<file path="src/rtl/switch_pkg.sv">
// rtl/switch_pkg.sv - shared types and constants for the switch port arbiter
package switch_pkg;

    localparam int NPORT = 4;
    localparam int ADR_W = 2;

    typedef enum logic [1:0] {
        IDLE = 2'd0,
        SEND = 2'd1,
        ACK  = 2'd2
    } state_t;

    // bit offsets of source n within the packed per-source buses
    function automatic int adr_lsb(input int n);
        return ADR_W * n;
    endfunction

    function automatic int dat_lsb(input int n, input int dw);
        return dw * n;
    endfunction

endpackage

</file>
<file path="src/rtl/rr_pick4.sv">
// rtl/rr_pick4.sv - combinational 4-way round-robin picker
module rr_pick4 (
    input  logic [3:0] i_req,
    input  logic [1:0] i_ptr,
    output logic       o_any,
    output logic [1:0] o_idx
);

    logic [7:0] w_dbl;
    logic [3:0] w_rot;
    logic [1:0] w_off;

    // rotate so i_ptr lands on bit 0, then take the lowest set bit
    assign w_dbl = {i_req, i_req};
    assign w_rot = w_dbl[i_ptr +: 4];
    assign o_any = |i_req;

    always_comb begin
        w_off = 2'd0;
        casez (w_rot)
            4'b???1: w_off = 2'd0;
            4'b??10: w_off = 2'd1;
            4'b?100: w_off = 2'd2;
            4'b1000: w_off = 2'd3;
            default: w_off = 2'd0;
        endcase
    end

    assign o_idx = i_ptr + w_off;

endmodule

</file>
<file path="src/rtl/switch_port_arbiter.sv">
// rtl/switch_port_arbiter.sv - per-destination-port round-robin arbiter with ack timeout
module switch_port_arbiter
    import switch_pkg::*;
#(
    parameter int               DW      = 4,
    parameter logic [ADR_W-1:0] PORT_ID = 2'd0,
    parameter int               TIMEOUT = 16
) (
    input  logic                  clk_i2,
    input  logic                  rst_i,
    input  logic [NPORT-1:0]      req_valid_i,
    input  logic [NPORT*ADR_W-1:0] req_adr_i,
    input  logic [NPORT*DW-1:0]   req_dat_i,
    output logic [NPORT-1:0]      req_ack_o,
    output logic                  dst_valid_o,
    output logic [DW-1:0]         dst_dat_o,
    output logic [1:0]            dst_src_o,
    input  logic                  dst_ack_i,
    output logic                  timeout_o
);

    state_t           r_state;
    state_t           w_state_nxt;
    logic [1:0]       r_rr_ptr;
    logic [1:0]       r_grant;
    logic [7:0]       r_tmo_cnt;
    logic             r_dst_valid;
    logic [DW-1:0]    r_dst_dat;
    logic [NPORT-1:0] r_req_ack;
    logic             r_timeout;

    logic [NPORT-1:0] w_elig;
    logic             w_any;
    logic [1:0]       w_idx;
    logic [DW-1:0]    w_sel_dat;
    logic             w_tmo_hit;
    logic             w_grant_valid;

    always_comb begin
        w_elig = '0;
        for (int n = 0; n < NPORT; n++) begin
            w_elig[n] = req_valid_i[n] & (req_adr_i[adr_lsb(n) +: ADR_W] == PORT_ID);
        end
    end

    rr_pick4 u_pick (
        .i_req (w_elig),
        .i_ptr (r_rr_ptr),
        .o_any (w_any),
        .o_idx (w_idx)
    );

    assign w_sel_dat     = req_dat_i[dat_lsb(int'(w_idx), DW) +: DW];
    assign w_tmo_hit     = (r_tmo_cnt == 8'(TIMEOUT - 1));
    assign w_grant_valid = req_valid_i[r_grant];

    always_comb begin
        w_state_nxt = r_state;
        case (r_state)
            IDLE:    if (w_any) w_state_nxt = SEND;
            SEND: begin
                // an ack arriving on the final timeout cycle takes priority
                if (dst_ack_i)      w_state_nxt = ACK;
                else if (w_tmo_hit) w_state_nxt = IDLE;
            end
            ACK:     if (!w_grant_valid) w_state_nxt = IDLE;
            default: w_state_nxt = IDLE;
        endcase
    end

    always_ff @(posedge clk_i2) begin
        if (rst_i) r_state <= IDLE;
        else       r_state <= w_state_nxt;
    end

    always_ff @(posedge clk_i2) begin
        if (rst_i) begin
            r_rr_ptr    <= 2'd0;
            r_grant     <= 2'd0;
            r_tmo_cnt   <= 8'd0;
            r_dst_valid <= 1'b0;
            r_dst_dat   <= '0;
            r_req_ack   <= '0;
            r_timeout   <= 1'b0;
        end else begin
            r_timeout <= 1'b0;
            case (r_state)
                IDLE: begin
                    r_dst_valid <= 1'b0;
                    if (w_any) begin
                        r_grant     <= w_idx;
                        r_dst_dat   <= w_sel_dat;
                        r_dst_valid <= 1'b1;
                        r_tmo_cnt   <= 8'd0;
                    end
                end
                SEND: begin
                    if (dst_ack_i) begin
                        r_dst_valid <= 1'b0;
                        r_req_ack   <= NPORT'(1) << r_grant;
                    end else if (w_tmo_hit) begin
                        r_dst_valid <= 1'b0;
                        r_timeout   <= 1'b1;
                        r_rr_ptr    <= r_grant + 2'd1;
                    end else begin
                        r_tmo_cnt <= r_tmo_cnt + 8'd1;
                    end
                end
                ACK: begin
                    if (!w_grant_valid) begin
                        r_req_ack <= '0;
                        r_rr_ptr  <= r_grant + 2'd1;
                    end
                end
                default: ;
            endcase
        end
    end

    assign req_ack_o   = r_req_ack;
    assign dst_valid_o = r_dst_valid;
    assign dst_dat_o   = r_dst_dat;
    assign dst_src_o   = r_grant;
    assign timeout_o   = r_timeout;

endmodule

</file>
<file path="config.mk">
export PLATFORM = sky130hd
export DESIGN_NAME = switch_port_arbiter
export DESIGN_NICKNAME = d
export VERILOG_FILES = /design/src/rtl/switch_pkg.sv /design/src/rtl/rr_pick4.sv /design/src/rtl/switch_port_arbiter.sv
export SDC_FILE = /design/constraint.sdc
export NUM_CORES = 1
export LEC_CHECK = 0
export ABC_AREA = 1
export CAP_MARGIN = 20
export CELL_PAD_IN_SITES_DETAIL_PLACEMENT = 0
export CELL_PAD_IN_SITES_GLOBAL_PLACEMENT = 1
export CORE_UTILIZATION = 25
export DETAILED_ROUTE_END_ITERATION = 8
export GPL_ROUTABILITY_DRIVEN = 0
export PLACE_DENSITY = 0.64
export SLEW_MARGIN = 30
export SYNTH_ARGS = -nofsm -noshare
export SYNTH_HDL_FRONTEND = slang
export SYNTH_SLANG_ARGS = --single-unit
</file>
<file path="constraint.sdc">
create_clock -name clk_i2 -period 5.75 [get_ports clk_i2]
set_input_delay 1.15 -clock clk_i2 [delete_from_list [all_inputs] [get_ports clk_i2]]
set_output_delay 1.15 -clock clk_i2 [all_outputs]
set_load 0.05 [all_outputs]
</file>
After elaboration in Yosys (flattened, before gate mapping)
Index checks and enable logic that the tools add are counted.
{"block": "classes", "n_reduce_logical": 15, "n_mux": 24, "shift": 3, "n_eq_ne": 13, "bitwise": 5, "n_addsub": 3, "n_lt_le_gt_ge": 1}
{"cell": "2-to-1 mux 8 bit", "count": 3}
{"cell": "case mux 8 bit (2 select lines)", "count": 1}
{"cell": "variable part select 16 x 5 -> 4 bit", "count": 1}
{"cell": "2-to-1 mux 2 bit", "count": 7}
{"cell": "case mux 2 bit (3 select lines)", "count": 2}
{"cell": "zero test 2 bit", "count": 5}
{"cell": "!= test 2 bit, second input constant", "count": 5}
{"cell": "adder 8 x 1 -> 8 bit, second input constant", "count": 1}
{"cell": "equality test 8 x 4 -> 1 bit, second input constant", "count": 1}
{"cell": "2-to-1 mux 4 bit", "count": 2}
{"cell": "case mux 4 bit (2 select lines)", "count": 1}
{"cell": "AND reduction 4 bit", "count": 2}
{"cell": "variable part select 8 x 3 -> 4 bit", "count": 1}
{"cell": "AND reduction 3 bit", "count": 2}
{"cell": "2-to-1 mux 1 bit", "count": 5}
{"cell": "AND 1 bit", "count": 4}
{"cell": "equality test 2 bit, second input constant", "count": 2}
{"cell": "equality test 4 bit, second input constant", "count": 1}
{"cell": "case mux 2 bit (2 select lines)", "count": 1}
{"cell": "AND reduction 2 bit", "count": 2}
{"cell": "nonzero test 2 bit", "count": 2}
{"cell": "OR reduction 4 bit", "count": 1}
{"cell": "<< shifter 1 x 2 -> 4 bit, first input constant", "count": 1}
{"cell": "equality test 3 bit, second input constant", "count": 1}
{"cell": "other kinds (10)", "count": 10}
{"block": "word_totals", "word_cells": 72, "register_bits": 24, "in_bits": 31, "output_inout_bits": 12}

Longest topological paths before layout
{"block": "depth", "word_depth": 7, "depth_mapped": 15, "depth_no_buf": 15}

Modules after synthesis
From an unflattened synthesis, not the netlist that was laid out.
{"block": "unflattened", "hier_cells": 224, "area_unflattened_um2": 1498.9}
{"mod": "switch_port_arbiter", "instances": 1, "area_per_inst_um2": 1331.3, "seq_area_each_um2": 480.5, "cells_per_inst": 189}
{"mod": "rr_pick4", "instances": 1, "area_per_inst_um2": 167.7, "seq_area_each_um2": 0.0, "cells_per_inst": 35}

Worst setup path after synthesis
OpenSTA, ideal clock, no wires.
{"block": "synth_path", "path_type": "input-to-reg", "startpoint": "input port req_adr_i[7]", "endpoint": "register r_dst_dat[0] (netlist: dst_dat_o[0])", "path_stages": 13, "t_arrival_ps": 2616, "path_buffers": 0, "setup_time_ps": 113, "t_required_ps": 5637, "path_slack_ps": 3021, "path_cell_list": "nor2_1 nand3_1 nand3_1 o21ai_2 a31oi_1 nor2_1 ha_1 xor2_1 inv_1 nand3_4 nand3_1 nand3_1 nand2_1"}
{"block": "synth_between", "elab_chain_len": 7, "word_cells_on_any_way": 11, "cone_classes": "1 x add/sub; 3 x eq/ne; 2 x shift; 1 x mux; 1 x bitwise; 3 x reduce/logical"}
{"item": "from (decl)", "line": "switch_port_arbiter.sv:12", "source": "input logic [NPORT*ADR_W-1:0] req_adr_i,"}
{"item": "zero test 2 bit (*)", "line": "switch_port_arbiter.sv:42", "source": "w_elig[n] = req_valid_i[n] & (req_adr_i[adr_lsb(n) +: ADR_W] == PORT_ID);"}
{"item": "AND 1 bit (*)", "line": "switch_port_arbiter.sv:42"}
{"item": "variable part select 8 x 3 -> 4 bit", "line": "rr_pick4.sv:15", "source": "assign w_rot = w_dbl[i_ptr +: 4];"}
{"item": "equality test 4 bit (tied with other cells)", "line": "rr_pick4.sv:20", "source": "casez (w_rot)"}
{"item": "case mux 2 bit (3 select lines)", "line": "rr_pick4.sv:20"}
{"item": "adder 2 bit", "line": "rr_pick4.sv:29", "source": "assign o_idx = i_ptr + w_off;"}
{"item": "variable part select 16 x 5 -> 4 bit", "line": "switch_port_arbiter.sv:53", "source": "assign w_sel_dat = req_dat_i[dat_lsb(int'(w_idx), DW) +: DW];"}
{"item": "to (signal assigned)", "line": "switch_port_arbiter.sv:92", "source": "r_dst_dat <= w_sel_dat;"}
{"item": "to (decl)", "line": "switch_port_arbiter.sv:28", "source": "logic [DW-1:0] r_dst_dat;"}
Mark *: on every way between the ends. The rest lies on a longest branch, timed or not.
A chain may end at the register's enable or synchronous reset.

Worst setup path in the final report
{"block": "layout_path", "startpoint": "input port req_adr_i[7]", "endpoint": "register r_dst_dat[0] (netlist: dst_dat_o[0])"}
{"block": "layout_between", "elab_chain_len": 7, "word_cells_on_any_way": 11, "cone_classes": "1 x add/sub; 3 x eq/ne; 2 x shift; 1 x mux; 1 x bitwise; 3 x reduce/logical"}
{"item": "zero test 2 bit (*)", "line": "switch_port_arbiter.sv:42"}
{"item": "AND 1 bit (*)", "line": "switch_port_arbiter.sv:42"}
{"item": "variable part select 8 x 3 -> 4 bit (*)", "line": "rr_pick4.sv:15"}
{"item": "equality test 4 bit (tied with other cells)", "line": "rr_pick4.sv:20"}
{"item": "case mux 2 bit (3 select lines) (*)", "line": "rr_pick4.sv:20"}
{"item": "adder 2 bit (*)", "line": "rr_pick4.sv:29"}
{"item": "net u_pick.o_idx[0]", "line": "rr_pick4.sv:6", "source": "output logic [1:0] o_idx"}
{"item": "variable part select 16 x 5 -> 4 bit (*)", "line": "switch_port_arbiter.sv:53"}
The timed path passes the listed nets; every way through them passes the cells marked *.

==> results.ini <==
[run_status]
status=finished, final reports clean

[finish]
multi_input_area_sq_um=956
antenna_cells=0
finalNetCount=288
final.fill_count=617
drive_above_1_share_pct=14.0
area_growth_pct=37.7
final_util_pct=36.8
register_area_sq_um=480

[drt]
ant_nets=0
drc=0
vias=1463
wl_per_cell_um=11.4
first_iter_violations=60
dr.pass1.iters=4
drt_wl_total_um=3670
vias_per_cell=4.54

[logic_synthesis]
synthArstFlopShare_pct=0
synth_edf_count=0
synthTopCellsByArea=dfxtp_1 (32%), nand2_1 (12%), nand3_1 (7.3%)
yosys.cell_count.top_type=nand2_1
syn_area_sq_um=1520
netlist.area_leader.share_pct=31.7
seq_area_frac_synth_pct=31.7
ys_warn_count=0
synth_ff_type=dfxtp_1
synth_common_cells=nand2_1 (49), dfxtp_1 (24), nand3_1 (22)
syn-num-nets=243
synth_top_area_cell=dfxtp_1
synth_seq_cells=24
yosysUniqueCellTypes=30
avgSynthCellArea_sq_um=7.36
syn_inst=206

[clock_network]
cts_made_buffers=3
root_buffer=clkbuf_8
hold_buffers=0
post_cts_buffers=0
clk_pin_slew_ps=90
clockBufferDepth=2
cts_tree=built
clk_latency_ps=270
cts_resized=0
clock_sinks=24
h-tree-depth=1

[worst_setup_path]
endpoint=dst_dat_o[0]
r2r_slack_ps=3420
worstRegToRegCells=12
startpoint=req_adr_i[7]
cp.required_ps=5920
worstSetupPathType=input pin to flip-flop
reg2reg_to=dst_dat_o[0]
end_kind=flip-flop
critPathMaxFanout=9
r2r_start=r_rr_ptr[0]
crit_arrival_ps=3370
cp-start-kind=input pin

[grt]
grt-busiest-layer=met2
globalRouteTotalUtil_pct=13.1
met1_usage_pct=17.4
grt-ovfl-total=0
grt_max_degree=15
gr-usage-met2_pct=21.4
grt_util_met3_pct=1.94
grt_pass1_vias=1475
grt_pass1_wl_um=6690
antenna_found_initial=0

[place]
dp_hpwl_um=2930
io_buffers=42

[sta]
post-route-period-util_pct=55.7
setup_viol=0
rsz0062_at_grt=no
final_period_minus_worst_setup_slack_ps=3200
worstMarginPinSlew_ps=527
max_freq_ghz=0.312
tns_ps=0
slew_viol_final=0
hold_viol_final=0
skew_ps=4.92
whs_ps=462
max_slew_margin_pct=64.8

[power_and_ir_drop]
leakagePower_nw=0.835
ir_drop_v=0.000133
power.density_nw_per_um2=230

[hold_path]
min_path_type=flip-flop to flip-flop

[floorplan]
pin_count=43
core_sq_um=5680
die_x_um=79.9
design.die.area_sq_um=6380
fp.dieH_um=79.9
start_util_pct=26.7
core.rowCount=27

[flow_run]
cap_violations=0

[report_power, final]
part	total (mW)	internal, mW	switching (mW)
clock network	0.149	0.0930	0.0561
logic	0.146	0.0596	0.0868
registers	0.185	0.176	0.00895
total	0.480	0.329	0.152
[worst max-delay path: stages]
cell,delay (ps)
clkdlybuf4s50_1,400
nor2_1,210
nand3_1,130
nand3_1,120
o21ai_2,70
a31oi_1,140
nor2_1,60
ha_1,550
mux2i_1,280
nand3_1,100
nand3_1,100
nand2_1,60
[per-layer routing]
| metal | up-vias | routed length (um) |
|---|---|---|
| li1 | 771 | - |
| met1 | 653 | 1890 |
| met2 | 35 | 1610 |
| met3 | 4 | 119 |
| met4 | 0 | 43 |
| met5 | - | 0 |
[state kept, by name (all words and copies together), names as in the netlist]
signal and flops:
dst_dat_o 4, dst_src_o 2, dst_valid_o 1, r_rr_ptr 2, r_state 2, r_tmo_cnt 8, req_ack_o 4, timeout_o 1
[per-stage QoR]
step / setup slack [ps] / instance area [sq um] / power [mW] / instances
5_1_grt: 2370 / 2090 / 0.510 / 322
3_5_place_dp: 2260 / 2010 / 0.336 / 318
6_report: 2550 / 2090 / 0.480 / 322
3_3_place_gp: 2260 / 2010 / 0.337 / 318
2_1_floorplan: 3020 / 1520 / 0.283 / 206
4_1_cts: 2530 / 2090 / 0.486 / 322
[area by class of cell]
type / instances / area share, %
Clock inverter: 1 / 1.44
Sequential cell: 24 / 23.0
Clock buffer: 3 / 1.98
Tap cell: 72 / 4.32
Inverter: 18 / 3.24
Timing Repair Buffer: 42 / 20.2
Multi-Input combinational cell: 162 / 45.8
[kinds of logic (layout without fill, tap and decap cells)]
| family | Yosys count | after routing | share of synthesized area [%] |
|---|---|---|---|
| flip-flops | 24 | 24 | 31.7 |
| buffers and inverters | 20 | 64 | 5.20 |
| XOR/XNOR | 3 | 3 | 1.73 |
| adder cells (fa/ha/maj) | 6 | 6 | 4.95 |
| AO/OA/AOI/OAI | 27 | 27 | 9.99 |
| multiplexers | 8 | 8 | 5.29 |
| AND/OR/NAND/NOR | 118 | 118 | 41.1 |
[cell usage in the layout, fill, tap and decap left out]
master / instances
o22ai_1: 1
xor2_1: 3
nand3b_1: 2
nand3_2: 4
nand2_2: 6
nand4_1: 4
o21ai_1: 4
a21oi_1: 12
ha_1: 6
nand2_1: 49
nand2_4: 5
clkbuf_8: 3
a21boi_1: 1
o21ai_0: 4
nand3_1: 22
inv_2: 8
inv_1: 10
o21a_1: 1
nor2_2: 3
o21ai_2: 1
a31oi_1: 2
dfxtp_1: 24
nor3_1: 4
mux2i_1: 8
nand3_4: 1
nor2_1: 15
bufinv_16: 1
nor2_4: 2
nor2_8: 1
o32ai_1: 1
clkdlybuf4s50_1: 42
[worst min path at each step]
stage,startpoint,endpoint,depth (start not counted)
detailed placement,dst_dat_o[2],dst_dat_o[2],2
global placement,dst_dat_o[0],dst_dat_o[0],2
CTS,dst_dat_o[2],dst_dat_o[2],2
global route,dst_dat_o[0],dst_dat_o[0],2
finish,dst_dat_o[0],dst_dat_o[0],2
floorplan,r_tmo_cnt[1],r_tmo_cnt[1],2
Power figures use the tool's default switching activity.
